## config.mk

```make
export PLATFORM = sky130hd
export DESIGN_NAME = csm_shared_mem
export DESIGN_NICKNAME = d
export VERILOG_FILES = /design/src/rtl/csm_pkg.sv /design/src/rtl/csm_lock_fsm.sv /design/src/rtl/csm_shared_mem.sv
export SDC_FILE = /design/constraint.sdc
export NUM_CORES = 1
export LEC_CHECK = 0
export ABC_AREA = 1
export CAP_MARGIN = 20
export CORE_ASPECT_RATIO = 1.4
export CORE_MARGIN = 5
export CORE_UTILIZATION = 40
export DETAILED_ROUTE_END_ITERATION = 8
export GPL_TIMING_DRIVEN = 0
export PLACE_DENSITY = 0.7
export SLEW_MARGIN = 20
export SYNTH_ARGS = -nofsm -noshare
export SYNTH_HDL_FRONTEND = slang
export SYNTH_SLANG_ARGS = --single-unit
```

## constraint.sdc

```tcl
create_clock -name clk -period 4 [get_ports clk]
set_input_delay 0.8 -clock clk [delete_from_list [all_inputs] [get_ports clk]]
set_output_delay 0.8 -clock clk [all_outputs]
set_load 0.005 [all_outputs]
```

## src/rtl/csm_pkg.sv

```systemverilog
// rtl/csm_pkg.sv - shared types for the hold/release arbitrated shared memory
//   Opcode, error, lock-owner and FSM state enums plus the per-port request
//   and response structs used by csm_shared_mem and csm_lock_fsm.
//   The struct field widths follow CSM_ADDR_W / CSM_DATA_W. The top module's
//   ADDR_W / DATA_W parameters must stay equal to these values.

package csm_pkg;

    localparam int CSM_ADDR_W = 2;
    localparam int CSM_DATA_W = 8;

    typedef enum logic [1:0] {
        OP_READ    = 2'b00,
        OP_WRITE   = 2'b01,
        OP_HOLD    = 2'b10,
        OP_RELEASE = 2'b11
    } csm_op_e;

    typedef enum logic [1:0] {
        ERR_NONE      = 2'b00,
        ERR_LOCKED    = 2'b01,
        ERR_CONFLICT  = 2'b10,
        ERR_NOT_OWNER = 2'b11
    } csm_err_e;

    typedef enum logic [1:0] {
        LOCK_NONE = 2'b00,
        LOCK_A    = 2'b01,
        LOCK_B    = 2'b10
    } csm_lock_e;

    typedef enum logic [1:0] {
        ST_IDLE   = 2'b00,
        ST_HELD_A = 2'b01,
        ST_HELD_B = 2'b10
    } csm_state_e;

    typedef struct packed {
        logic                  req;
        csm_op_e               op;
        logic [CSM_ADDR_W-1:0] addr;
        logic [CSM_DATA_W-1:0] wdata;
    } csm_req_t;

    typedef struct packed {
        logic                  ack;
        logic                  err;
        csm_err_e              err_code;
        logic [CSM_DATA_W-1:0] rdata;
    } csm_rsp_t;

endpackage

```

## src/rtl/csm_lock_fsm.sv

```systemverilog
// rtl/csm_lock_fsm.sv - hold/release lock FSM with idle timeout and A-priority tie-break
//   clk, reset            : clock, synchronous active-high reset
//   a_req/a_op, b_req/b_op: per-port request valid and opcode
//   a_allowed, b_allowed  : request present and not blocked by the lock (combinational)
//   lock_owner            : registered current owner (csm_lock_e)
//   hold_timeout          : one-cycle pulse when a hold is force-released

module csm_lock_fsm
    import csm_pkg::*;
#(
    parameter int HOLD_TIMEOUT = 64
) (
    input  logic       clk,
    input  logic       reset,
    input  logic       a_req,
    input  logic [1:0] a_op,
    input  logic       b_req,
    input  logic [1:0] b_op,
    output logic       a_allowed,
    output logic       b_allowed,
    output logic [1:0] lock_owner,
    output logic       hold_timeout
);

    localparam bit TO_EN = (HOLD_TIMEOUT > 0);
    localparam int CNT_W = (HOLD_TIMEOUT > 2) ? $clog2(HOLD_TIMEOUT) : 1;
    localparam logic [CNT_W-1:0] CNT_LAST = CNT_W'((HOLD_TIMEOUT > 0) ? HOLD_TIMEOUT - 1 : 0);

    csm_state_e       state;
    logic [CNT_W-1:0] idle_cnt;

    logic a_hold;
    logic b_hold;

    assign a_hold = a_req && (csm_op_e'(a_op) == OP_HOLD);
    assign b_hold = b_req && (csm_op_e'(b_op) == OP_HOLD);

    // Everything is judged against the state at the start of the cycle.
    // A simultaneous HOLD from IDLE goes to A; B's HOLD is then refused.
    assign a_allowed = a_req && (state != ST_HELD_B);
    assign b_allowed = b_req && (state != ST_HELD_A) &&
                       !((state == ST_IDLE) && a_hold && b_hold);

    always_ff @(posedge clk) begin
        if (reset) begin
            state        <= ST_IDLE;
            idle_cnt     <= '0;
            lock_owner   <= LOCK_NONE;
            hold_timeout <= 1'b0;
        end else begin
            hold_timeout <= 1'b0;
            case (state)
                ST_IDLE: begin
                    idle_cnt <= '0;
                    if (a_allowed && a_hold) begin
                        state      <= ST_HELD_A;
                        lock_owner <= LOCK_A;
                    end else if (b_allowed && b_hold) begin
                        state      <= ST_HELD_B;
                        lock_owner <= LOCK_B;
                    end
                end
                ST_HELD_A: begin
                    // Any owner request is served and restarts the idle window,
                    // which also wins over a timeout falling in the same cycle.
                    if (a_req) begin
                        idle_cnt <= '0;
                        if (csm_op_e'(a_op) == OP_RELEASE) begin
                            state      <= ST_IDLE;
                            lock_owner <= LOCK_NONE;
                        end
                    end else if (TO_EN && (idle_cnt == CNT_LAST)) begin
                        idle_cnt     <= '0;
                        state        <= ST_IDLE;
                        lock_owner   <= LOCK_NONE;
                        hold_timeout <= 1'b1;
                    end else if (TO_EN) begin
                        idle_cnt <= idle_cnt + 1'b1;
                    end
                end
                ST_HELD_B: begin
                    if (b_req) begin
                        idle_cnt <= '0;
                        if (csm_op_e'(b_op) == OP_RELEASE) begin
                            state      <= ST_IDLE;
                            lock_owner <= LOCK_NONE;
                        end
                    end else if (TO_EN && (idle_cnt == CNT_LAST)) begin
                        idle_cnt     <= '0;
                        state        <= ST_IDLE;
                        lock_owner   <= LOCK_NONE;
                        hold_timeout <= 1'b1;
                    end else if (TO_EN) begin
                        idle_cnt <= idle_cnt + 1'b1;
                    end
                end
                default: begin
                    state      <= ST_IDLE;
                    idle_cnt   <= '0;
                    lock_owner <= LOCK_NONE;
                end
            endcase
        end
    end

endmodule

```

## src/rtl/csm_shared_mem.sv

```systemverilog
// rtl/csm_shared_mem.sv - dual-port shared register file with hold/release arbitration
//   clk, reset                         : clock, synchronous active-high reset
//   a_req/a_op/a_addr/a_wdata          : port A request (single-cycle, no backpressure)
//   a_ack/a_err/a_err_code/a_rdata     : port A registered response, one cycle after request
//   b_*                                : same for port B
//   lock_owner                         : current owner (csm_lock_e)
//   hold_timeout                       : one-cycle pulse on forced release

module csm_shared_mem
    import csm_pkg::*;
#(
    parameter int ADDR_W       = CSM_ADDR_W,
    parameter int DATA_W       = CSM_DATA_W,
    parameter int HOLD_TIMEOUT = 64
) (
    input  logic              clk,
    input  logic              reset,
    input  logic              a_req,
    input  logic [1:0]        a_op,
    input  logic [ADDR_W-1:0] a_addr,
    input  logic [DATA_W-1:0] a_wdata,
    output logic              a_ack,
    output logic              a_err,
    output logic [1:0]        a_err_code,
    output logic [DATA_W-1:0] a_rdata,
    input  logic              b_req,
    input  logic [1:0]        b_op,
    input  logic [ADDR_W-1:0] b_addr,
    input  logic [DATA_W-1:0] b_wdata,
    output logic              b_ack,
    output logic              b_err,
    output logic [1:0]        b_err_code,
    output logic [DATA_W-1:0] b_rdata,
    output logic [1:0]        lock_owner,
    output logic              hold_timeout
);

    localparam int DEPTH = 2 ** ADDR_W;

    logic [DATA_W-1:0] mem [DEPTH];

    csm_req_t a_q;
    csm_req_t b_q;
    csm_rsp_t a_nxt;
    csm_rsp_t b_nxt;
    csm_rsp_t a_rsp;
    csm_rsp_t b_rsp;

    logic a_allowed;
    logic b_allowed;
    logic a_wr;
    logic b_wr;

    assign a_q = '{req: a_req, op: csm_op_e'(a_op), addr: a_addr, wdata: a_wdata};
    assign b_q = '{req: b_req, op: csm_op_e'(b_op), addr: b_addr, wdata: b_wdata};

    csm_lock_fsm #(
        .HOLD_TIMEOUT (HOLD_TIMEOUT)
    ) u_lock (
        .clk          (clk),
        .reset        (reset),
        .a_req        (a_req),
        .a_op         (a_op),
        .b_req        (b_req),
        .b_op         (b_op),
        .a_allowed    (a_allowed),
        .b_allowed    (b_allowed),
        .lock_owner   (lock_owner),
        .hold_timeout (hold_timeout)
    );

    // lock_owner is the FSM state as of the start of this cycle, so an
    // allowed RELEASE is from the owner unless the lock is free.
    always_comb begin
        a_nxt = '0;
        b_nxt = '0;
        a_wr  = 1'b0;
        b_wr  = 1'b0;

        if (a_q.req) begin
            a_nxt.ack = 1'b1;
            if (!a_allowed) begin
                a_nxt.err      = 1'b1;
                a_nxt.err_code = ERR_LOCKED;
            end else begin
                case (a_q.op)
                    OP_READ:    a_nxt.rdata = mem[a_q.addr];
                    OP_WRITE:   a_wr = 1'b1;
                    OP_HOLD:    ;
                    OP_RELEASE: begin
                        if (lock_owner != LOCK_A) begin
                            a_nxt.err      = 1'b1;
                            a_nxt.err_code = ERR_NOT_OWNER;
                        end
                    end
                    default:    ;
                endcase
            end
        end

        if (b_q.req) begin
            b_nxt.ack = 1'b1;
            if (!b_allowed) begin
                b_nxt.err      = 1'b1;
                b_nxt.err_code = ERR_LOCKED;
            end else begin
                case (b_q.op)
                    OP_READ:    b_nxt.rdata = mem[b_q.addr];
                    OP_WRITE: begin
                        // Same-address write collision: A keeps the word.
                        if (a_wr && (a_q.addr == b_q.addr)) begin
                            b_nxt.err      = 1'b1;
                            b_nxt.err_code = ERR_CONFLICT;
                        end else begin
                            b_wr = 1'b1;
                        end
                    end
                    OP_HOLD:    ;
                    OP_RELEASE: begin
                        if (lock_owner != LOCK_B) begin
                            b_nxt.err      = 1'b1;
                            b_nxt.err_code = ERR_NOT_OWNER;
                        end
                    end
                    default:    ;
                endcase
            end
        end
    end

    // Reads above sample mem before these non-blocking writes land, so a
    // same-cycle READ/WRITE pair returns the old word.
    always_ff @(posedge clk) begin
        if (reset) begin
            for (int i = 0; i < DEPTH; i++) begin
                mem[i] <= '0;
            end
            a_rsp <= '0;
            b_rsp <= '0;
        end else begin
            a_rsp <= a_nxt;
            b_rsp <= b_nxt;
            if (a_wr) begin
                mem[a_q.addr] <= a_q.wdata;
            end
            if (b_wr) begin
                mem[b_q.addr] <= b_q.wdata;
            end
        end
    end

    assign a_ack      = a_rsp.ack;
    assign a_err      = a_rsp.err;
    assign a_err_code = a_rsp.err_code;
    assign a_rdata    = a_rsp.rdata;
    assign b_ack      = b_rsp.ack;
    assign b_err      = b_rsp.err;
    assign b_err_code = b_rsp.err_code;
    assign b_rdata    = b_rsp.rdata;

endmodule

```

Word-level counts from Yosys, hierarchy flattened --
Memories as Yosys holds them, arrays and structs flattened. Index checks and enable logic that the tools add are counted.
Cells by class: $add $sub $neg 1, equality and inequality tests 17, mux-type cells 54, bitwise operators 7, reductions and logical operators 23
Operators by type and width (count):
- 8-bit 2-to-1 mux | 6
- 12-bit 2-to-1 mux | 2
- 2-bit 2-to-1 mux | 12
- 1-bit 2-to-1 mux | 20
- 3-bit 2-to-1 mux | 6
- 6-bit 2-to-1 mux | 3
- 8-bit OR reduction | 2
- 2-bit one-hot mux with 3 select lines | 2
- 6-bit one-hot mux with 2 select lines | 1
- 4-bit OR reduction | 3
- 2-bit equality test, second input constant | 5
- 1-bit logical AND | 10
- 1-bit inverter | 7
- 6-bit by 1-bit adder with 6-bit output, second input constant | 1
- 2-bit by 1-bit equality test with 1-bit output, second input constant | 3
- 6-bit equality test, second input constant | 1
- 2-bit logical NOT | 3
- 3-bit by 2-bit != test with 1-bit output, second input constant | 2
- 3-bit one-hot mux with 2 select lines | 1
- 2-bit by 1-bit != test with 1-bit output, second input constant | 2
- 2-bit != test, second input constant | 2
- 2-bit OR reduction | 2
- 3-bit != test, second input constant | 1
- 3-bit AND reduction | 1
- other kinds (4) | 4
Storage, ports and cells: register bits 35, RAM bits 32, logic and storage cells 117, memories 1
Memory list:
- mem | depth 4, width 8, read ports 2, clocked after memory_dff 0, wr ports 4, line csm_shared_mem.sv:40 | logic [DATA_W-1:0] mem [DEPTH];

Longest topological paths before layout --
word-level depth 14, depth in mapped cells 13, mapped depth without buffers 13

Hierarchy --
A second synthesis with hierarchy kept.
Second synthesis, totals: cells, all modules 438, area total of the unflattened synthesis 3555.9 µm²
By module, submodules not included:
- csm_shared_mem | instances 1, cells each 343, area each 2876.5 µm²
- csm_lock_fsm | instances 1, cells each 95, area each 679.4 µm²

Worst setup path before layout --
OpenSTA, ideal clock, no wires.
kind in2reg, start point input a_addr[1], end point memory mem[3][0] (netlist bit) (enable), arrival 1.858 ns, data required time 3.663 ns, slack 1.805 ns, cell stages on the path 9, buffers on the path 2, cells stage by stage buf_2 -> nand2_1 -> nand2_1 -> nand3_2 -> nand2_2 -> nor2_8 -> nand2_4 -> buf_6 -> nand3_1
RTL lines:
- from (decl) | line csm_shared_mem.sv:20 | input logic [ADDR_W-1:0] a_addr,
- to (decl) | line csm_shared_mem.sv:40

==> metrics.yaml <==
io_buffer_count: 53
coreArea_um2: 7750
multiInputGateArea_um2: 1306
cts.repair.resized: 0
clock_latency_ns: 0.34
yosys_warnings: 0
ctsHoldBuffers: 0
seqCellArea_um2: 1642
power_density_nw_per_um2: 372.9
final_common_cell: "nand2_1"
slew_headroom_pct: 57.11
p_seq_share_pct: 49.1
via_per_inst: 5.244
worstPathRequired_ns: 3.97
io_pins: 55
cp.arrival_ns: 2.72
area_delta_synth_final_pct: 27.71
drt_iter0_drc: 242
drt_wl_total_mm: 8.553
comb_power_share_pct: 10.8
synth_seq_area_share_pct: 51.57
final_cell_mix: "nand2_1 (81), clkdlybuf4s50_1 (53), nor2_1 (47), inv_1 (44), o21ai_0 (37)"
finalSetupViolCount: 0
grtUsageMet1_pct: 17.86
min_period_ns: 2.749
fill_cells: 750
vias: 2879
grtUsageMet3_pct: 4.196
setup_tns_ns: 0
p_total_mw: 1.516
status: "complete, no violations"
finClkSkew_ns: 0.009694
p_sw_share_pct: 24.15
gr-total-overflow: 0
fin_crit_sh_pct: 68.72
first_pass_iters: 5
die-area_um2: 9867
clock.fmax_ghz: 0.3638
antenna_found_initial: 0
yosys_register_bits: 66
clk_pin_slew_worst_paths_ns: 0.08
synthCells: 380
grt_pass1_wl_mm: 13.86
cap_viol_max_count: 0
top_usage_layer: "met2"
worst-path-max-fanout: 10
leakage_nw: 1.645
p_switching_mw: 0.3661
dpl_worst_slack_ns: 0.9246
met2_usage_pct: 33.92
utilization_pct: 52.45
grt_max_degree: 12
synth.net_count: 413
die_width_um: 85.39
wl_per_cell_um: 15.58
rsz0062_at_grt: "no"
stdcell_count: 549
ctsRootBufferMaster: "clkbuf_8"
antennaDiodeCount: 0
syn_area_per_cell_um2: 8.376
hold_violations: 0
row_count: 38
final_layout_size_suffix_gt1_share_pct: 10.02
synth_cell_types: 33
cp-end-kind: "flip-flop"
postCtsSetupBuffers: 0
finish.net_count: 477
clkPwrFrac_pct: 40.1
start_util_pct: 41.07
critPathKind: "in2reg"
cp-start-kind: "input pin"
drv_slew: 0
cell_internal_pwr_mw: 1.150
cts_buffer_depth: 2
grt_pass1_vias: 2992
h-tree-depth: 3
numCtsBuffers: 9
ir_worst_vdd_uv: 204.4
gp_congestion: 0.9323
synth_area_um2: 3183
placed_cells: 533
cts_tree: "done"
numClockSinks: 66
ant_nets: 0
grt_use_total_pct: 18.50
die_h_um: 115.6
hp-class: "reg2reg"
worstMarginPinSlew_ns: 0.6410
hpwl_mm: 6.500
drc: 0
worst_slack_ns: 1.251
## critical path: stages
cell and delay, ns:
clkdlybuf4s50_1 0.61, clkinv_1 0.32, nand3_2 0.25, nor2_8 0.08, nand2_4 0.12, buf_6 0.19, nand3_1 0.34
## layout make-up
| cell class | count | share of cell area [%] |
|---|---|---|
| buffer | 6 | 1.077 |
| multi-input combinational | 257 | 32.13 |
| clock buffer | 14 | 5.294 |
| tap | 100 | 3.078 |
| timing repair buffer | 53 | 13.05 |
| sequential | 66 | 40.38 |
| inverter | 51 | 4.709 |
| clock inverter | 2 | 0.2770 |
## metal layers
layer	vias up	part of all wire (%)
met5	-	0
met1	1321	35
li1	1397	-
met3	37	6.0
met2	124	53
met4	0	6.1
## metrics by stage
stage | area (µm²) | hold WS (ns)
6_report | 4065 | 0.4487
5_1_grt | 4065 | 0.5001
4_1_cts | 4065 | 0.4528
3_5_place_dp | 3839 | 0.4417
3_3_place_gp | 3839 | 0.4321
2_1_floorplan | 3183 | 0.4176
## cells in the mapped netlist (all sizes together)
cell	n	area, µm²
nand3	19	105.1
o21ai	47	265.3
xor2	1	8.760
o21a	1	7.510
a22oi	10	75.07
a221oi	6	52.55
clkinv	3	11.26
o21bai	1	7.510
nor3b	1	7.510
nand4	1	6.260
clkbuf	1	3.750
a31oi	2	12.51
xnor2	1	8.760
inv	48	180.2
nand2	86	340.3
dfxtp	34	680.7
buf	5	40.04
a21oi	19	95.09
nor3	5	25.02
ha	5	62.56
edfxtp	32	960.9
nor2	52	226.5
## power by group through the flow
stage	Clock [mW]	Sequential (mW)	Combinational, mW
6_report	0.608	0.744	0.164
3_3_place_gp	0	0.758	0.159
4_1_cts	0.618	0.744	0.163
3_5_place_dp	0	0.759	0.162
5_1_grt	0.648	0.746	0.180
2_1_floorplan	0	0.757	0.0846
## worst paths after layout
| check | depth (start not counted) | startpoint | endpoint | slack (ns) |
|---|---|---|---|---|
| worst max register to register | 11 | u_lock.state[0]$_SDFFE_PP0P_ | mem[1][6]$_DFFE_PP_ | 1.51 |
| worst max-delay path | 7 | reset | mem[3][1]$_DFFE_PP_ | 1.25 |
| worst min-delay path | 1 | u_lock.idle_cnt[0]$_SDFF_PP0_ | u_lock.idle_cnt[0]$_SDFF_PP0_ | 0.45 |
| worst min register to register | 1 | u_lock.idle_cnt[0]$_SDFF_PP0_ | u_lock.idle_cnt[0]$_SDFF_PP0_ | 0.45 |
## cell families (layout without fill, tap and decap cells)
family | count (synthesis) | after routing | share of synthesized area (%)
and+or+nand+nor | 164 | 164 | 22.33
AOI/OAI and AO/OA | 86 | 86 | 16.20
DFF | 66 | 66 | 51.57
buffers and inverters | 57 | 126 | 7.390
adders and majority gates | 5 | 5 | 1.965
xor gates and xnor gates | 2 | 2 | 0.5504
## state kept, by name (all words and copies together), names as in the netlist
name                 cells
mem                     32
a_rdata                  8
b_rdata                  8
u_lock.idle_cnt          6
a_err_code               2
b_err_code               2
u_lock.lock_owner        2
u_lock.state             2
a_ack                    1
b_ack                    1
b_err                    1
u_lock.hold_timeout      1
Power figures use the tool's default switching activity.
==> variant 1: new RTL, same flow settings <==
The 3 states of `csm_state_e` get a one-hot encoding in 3 bits.
--- a/src/rtl/csm_pkg.sv
+++ b/src/rtl/csm_pkg.sv
@@ -29,10 +29,10 @@
         LOCK_B    = 2'b10
     } csm_lock_e;
 
-    typedef enum logic [1:0] {
-        ST_IDLE   = 2'b00,
-        ST_HELD_A = 2'b01,
-        ST_HELD_B = 2'b10
+    typedef enum logic [2:0] {
+        ST_IDLE   = 3'b001,
+        ST_HELD_A = 3'b010,
+        ST_HELD_B = 3'b100
     } csm_state_e;
 
     typedef struct packed {
Check against the original RTL: no difference found for any inputs over 4 cycles, from zero or initial values and one cycle with reset high; so few cycles prove little.
==> variant 1 against the original RTL <==
  * Synthesized area is 6.8% higher
  * Design area is 6.5% higher
  * Die area is 6.1% higher
  * Via count is 8.8% higher
  * Setup slack worse by 110 ps
  * Sequential cell count is 1 higher
  * First-iteration DRC count is 26% higher
  * Count of clock-buffer cells in the layout stayed put
  * Sequential power is 5.2% higher
  * Wire length is 5.9% higher
  * Power is 18% higher
  * Largest cell class unchanged
==> variant 1: results (changes against the original RTL) <==
set qor(run_status) {complete, no violations}
set qor(wl_met1_um) 3754 ;# +26%
set qor(max_slew.worst_pin.slew_ps) 643.4 ;# +2.459 ps
set qor(reg2reg_setup_slack_ps) 1820 ;# +310 ps
set qor(worst_ir_drop_vdd_mv) 0.2147 ;# +5.0%
set qor(groute.layer.met2.usage_pct) 27.41 ;# -6.5 points
set qor(design_power_total_mw) 1.789 ;# +18%
set qor(synthesis.nets) 463 ;# +12%
set qor(synth_top_cells_by_count) {132 x nand2_1, 51 x nand3_1, 50 x nor2_1}
set qor(placed_area_mm2) 0.004046 ;# +5.4%
set qor(cp_data_arrival_time_ps) 2830 ;# +110 ps
set qor(path_clk_slew_ps) 50 ;# -30 ps
set qor(grt_first_pass_wirelength_um) 14600 ;# +5.3%
set qor(clk_root_buffer_cell) {clkbuf_16}
set qor(synth-compound-area-share_pct) 9.536 ;# -6.7 points
set qor(nNetsFinal) 526 ;# +10%
set qor(powerComb_mw) 0.272 ;# +66%
set qor(pre_cts_setup_slack_ps) 868.4 ;# -56.27 ps
set qor(via_count_of_the_first_global_routing_pass) 2955 ;# -1.2%
set qor(achievable-frequency_mhz) 349.4 ;# -3.9%
set qor(final.fill_count) 766 ;# +2.1%
set qor(met2RoutedLength_um) 4309 ;# -5.1%
set qor(drt-wirelength-per-cell_um) 14.99 ;# -3.8%
set qor(drive_gt1_share_pct) 9.363 ;# -0.66 points
set qor(xor_and_xnor_area_share_after_synthesis_pct) 0.5155 ;# -0.035 points
set qor(r2r_cells) 9 ;# -2
set qor(met1_capacity_usage_during_global_routing_pct) 23.87 ;# +6.0 points
set qor(timing.critical_path.slowest_cell_delay_ps) 500 ;# -110 ps
set qor(synth_sequential_area_ratio_pct) 48.90 ;# -2.7 points
set qor(r2r-start) {u_lock.state[1]}
set qor(power.leakage_nw) 1.899 ;# +15%
set qor(post-place-cells) 588 ;# +10%
set qor(gpl.final_weighted_congestion) 0.9170 ;# -1.6%
set qor(synthDistinctLibCells) 34 ;# +3.0%
set qor(met3_usage_pct) 3.108 ;# -1.1 points
set qor(netlist_top_cells_area) {edfxtp_1 28%, dfxtp_1 21%, nand2_1 15%}
set qor(total_met3_wirelength_after_detailed_routing_um) 710 ;# +37%
set qor(initialDrtViolationCount) 304 ;# +26%
set qor(area_share_of_fa_ha_maj_cells_after_synthesis_pct) 0.3682 ;# -1.6 points
set qor(instances_no_fill) 604 ;# +10%
set qor(post_drt_via_cell_ratio) 5.184 ;# -1.1%
set qor(cellInternalPower_mw) 1.330 ;# +16%
set qor(pg_seq_mw) 0.783 ;# +5.2%
## variant 1: cell type report
cell class | instances | area [um2] | area share (%)
Multi-Input combinational cell | 310 | 1480 | 34.18
Buffer | 14 | 92.59 | 2.138
Timing Repair Buffer | 52 | 520.5 | 12.02
Sequential cell | 67 | 1662 | 38.37
Tap cell | 102 | 127.6 | 2.947
Clock inverter | 2 | 10.01 | 0.2311
Clock buffer | 14 | 274.0 | 6.328
Inverter | 43 | 163.9 | 3.785
## variant 1: kinds of logic (layout without fill, tap and decap cells)
group,Yosys count,count (layout)
flops,67,67
xor+xnor,2,2
simple gates,255,255
fa+ha+maj,1,1
buf+inv,57,125
compound gates,52,52
## variant 1: worst max path at each step
stage | startpoint | to | cells after the start
3_5_place_dp | b_addr[1] | mem[2][3] | 6
4_1_cts | b_addr[1] | mem[2][2] | 6
2_1_floorplan | a_addr[0] | mem[2][0] | 12
3_3_place_gp | b_addr[1] | mem[2][2] | 6
5_1_grt | b_addr[1] | mem[2][2] | 6
6_report | b_addr[1] | mem[2][2] | 6
==> variant 2: new RTL, config.mk and constraints unchanged <==
Made on the original files. `HOLD_TIMEOUT` is set to 64 in 2 places; all go to 256.
--- a/src/rtl/csm_lock_fsm.sv
+++ b/src/rtl/csm_lock_fsm.sv
@@ -8,7 +8,7 @@
 module csm_lock_fsm
     import csm_pkg::*;
 #(
-    parameter int HOLD_TIMEOUT = 64
+    parameter int HOLD_TIMEOUT = 256
 ) (
     input  logic       clk,
     input  logic       reset,
--- a/src/rtl/csm_shared_mem.sv
+++ b/src/rtl/csm_shared_mem.sv
@@ -11,7 +11,7 @@
 #(
     parameter int ADDR_W       = CSM_ADDR_W,
     parameter int DATA_W       = CSM_DATA_W,
-    parameter int HOLD_TIMEOUT = 64
+    parameter int HOLD_TIMEOUT = 256
 ) (
     input  logic              clk,
     input  logic              reset,
Check against the original RTL: same outputs for any inputs over 4 cycles, from zero or initial values and one cycle with reset high; that may be too few to reach the edited logic, so the function may still have changed.
==> variant 2 against the original RTL <==
  * Synthesized area rose by 9.4%
  * Register-to-register slack improved by 50 ps
  * Clock power rose by 36%
  * Sequential cell count rose by 2
  * Setup slack improved by 94 ps
  * Wire length rose by 11%
  * Power rose by 20%
  * Design area rose by 10%
  * Critical path type unchanged
  * Largest power group is now clock
  * Highest routed layer unchanged
==> variant 2: results (changes against the original RTL) <==
set qor(run_status) {complete, no violations}
set qor(drt-wirelength-per-cell_um) 16.07 ;# +3.1%
set qor(pre_cts_setup_slack_ps) 1013 ;# +87.95 ps
set qor(r2r-end) {mem[3][6]}
set qor(final_hpwl_dp_um) 7071 ;# +8.8%
set qor(synth_top_cells_by_count) {94 x nand2_1, 53 x nor2_1, 41 x inv_1}
set qor(synthesis.nets) 448 ;# +8.5%
set qor(synthDistinctLibCells) 36 ;# +9.1%
set qor(sequential_standard_cell_area_mm2) 0.001682 ;# +2.4%
set qor(drive_gt1_share_pct) 13.64 ;# +3.6 points
set qor(maxSlewHeadroom_pct) 53.54 ;# -3.6 points
set qor(netlist_top_cells_area) {edfxtp_1 28%, dfxtp_1 21%, nand2_1 10%}
set qor(nNetsFinal) 512 ;# +7.3%
set qor(final.setup_skew_ps) 5.465 ;# -4.228 ps
set qor(grt_first_pass_wirelength_um) 14720 ;# +6.2%
set qor(cellInternalPower_mw) 1.377 ;# +20%
set qor(path_clk_slew_ps) 60 ;# -20 ps
set qor(synth_sequential_area_ratio_pct) 48.29 ;# -3.3 points
set qor(final.fill_count) 802 ;# +6.9%
set qor(grt_max_degree) 13 ;# +1
set qor(cp_data_arrival_time_ps) 2620 ;# -100 ps
set qor(worst_ir_drop_vdd_mv) 0.2215 ;# +8.4%
set qor(clk_root_buffer_cell) {clkbuf_16}
set qor(vias) 3131 ;# +8.8%
set qor(initialDrtViolationCount) 221 ;# -8.7%
set qor(whs_ps) 457.1 ;# +8.457 ps
set qor(placed_area_mm2) 0.004144 ;# +8.0%
set qor(power.leakage_nw) 1.816 ;# +10%
set qor(track_usage_pct) 18.63 ;# +0.13 points
## variant 2: worst max-delay path by stage
stage                            to  slack, ps  depth (start not counted)
after floorplan           mem[3][0]       1870                         10
after global placement    mem[3][7]       1060                          7
after detailed placement  mem[3][0]       1010                          7
after CTS                 mem[3][6]       1360                          7
after global routing      mem[3][6]       1260                          7
final                     mem[3][6]       1350                          7
## variant 2: power by group through the flow
stage          registers, mW  logic [mW]  clock network, mW
5_1_grt                0.773       0.248              0.870
2_1_floorplan          0.783       0.128                  0
3_5_place_dp           0.785       0.223                  0
4_1_cts                0.771       0.224              0.845
3_3_place_gp           0.784       0.218                  0
6_report               0.771       0.225              0.829
## variant 2: cell families after synthesis
kind of cell | share of synthesized area [%]
xor+xnor | 1.006
compound gates | 14.91
buf+inv | 7.546
fa+ha+maj | 1.797
simple gates | 26.45
flops | 48.29
## variant 2: worst max-delay path: stages
cell and delay [ps]:
clkdlybuf4s50_1 560, inv_2 280, nand3_4 120, nor2_4 200, nand2_4 110, buf_6 170, nand3_1 380
## variant 2: per-stage QoR
stage	cells	power [mW]
2_1_floorplan	415	0.9114
3_3_place_gp	573	1.002
3_5_place_dp	573	1.008
4_1_cts	589	1.840
5_1_grt	589	1.891
6_report	589	1.825
## variant 2: area by class of cell
cell class                      instances  share of cell area, %
Inverter                               52                  4.478
Buffer                                  7                  1.399
Sequential cell                        68                  37.62
Multi-Input combinational cell        288                  34.40
Clock inverter                          3                 0.5038
Timing Repair Buffer                   53                  11.87
Tap cell                              105                  2.939
Clock buffer                           13                  6.801
## variant 2: metal layers
layer  routed length, um  global-route usage [%]
met2                5048                   33.64
met5                   0                       0
met4                 445                   10.68
met3                 703                   4.431
met1                3266                   18.82
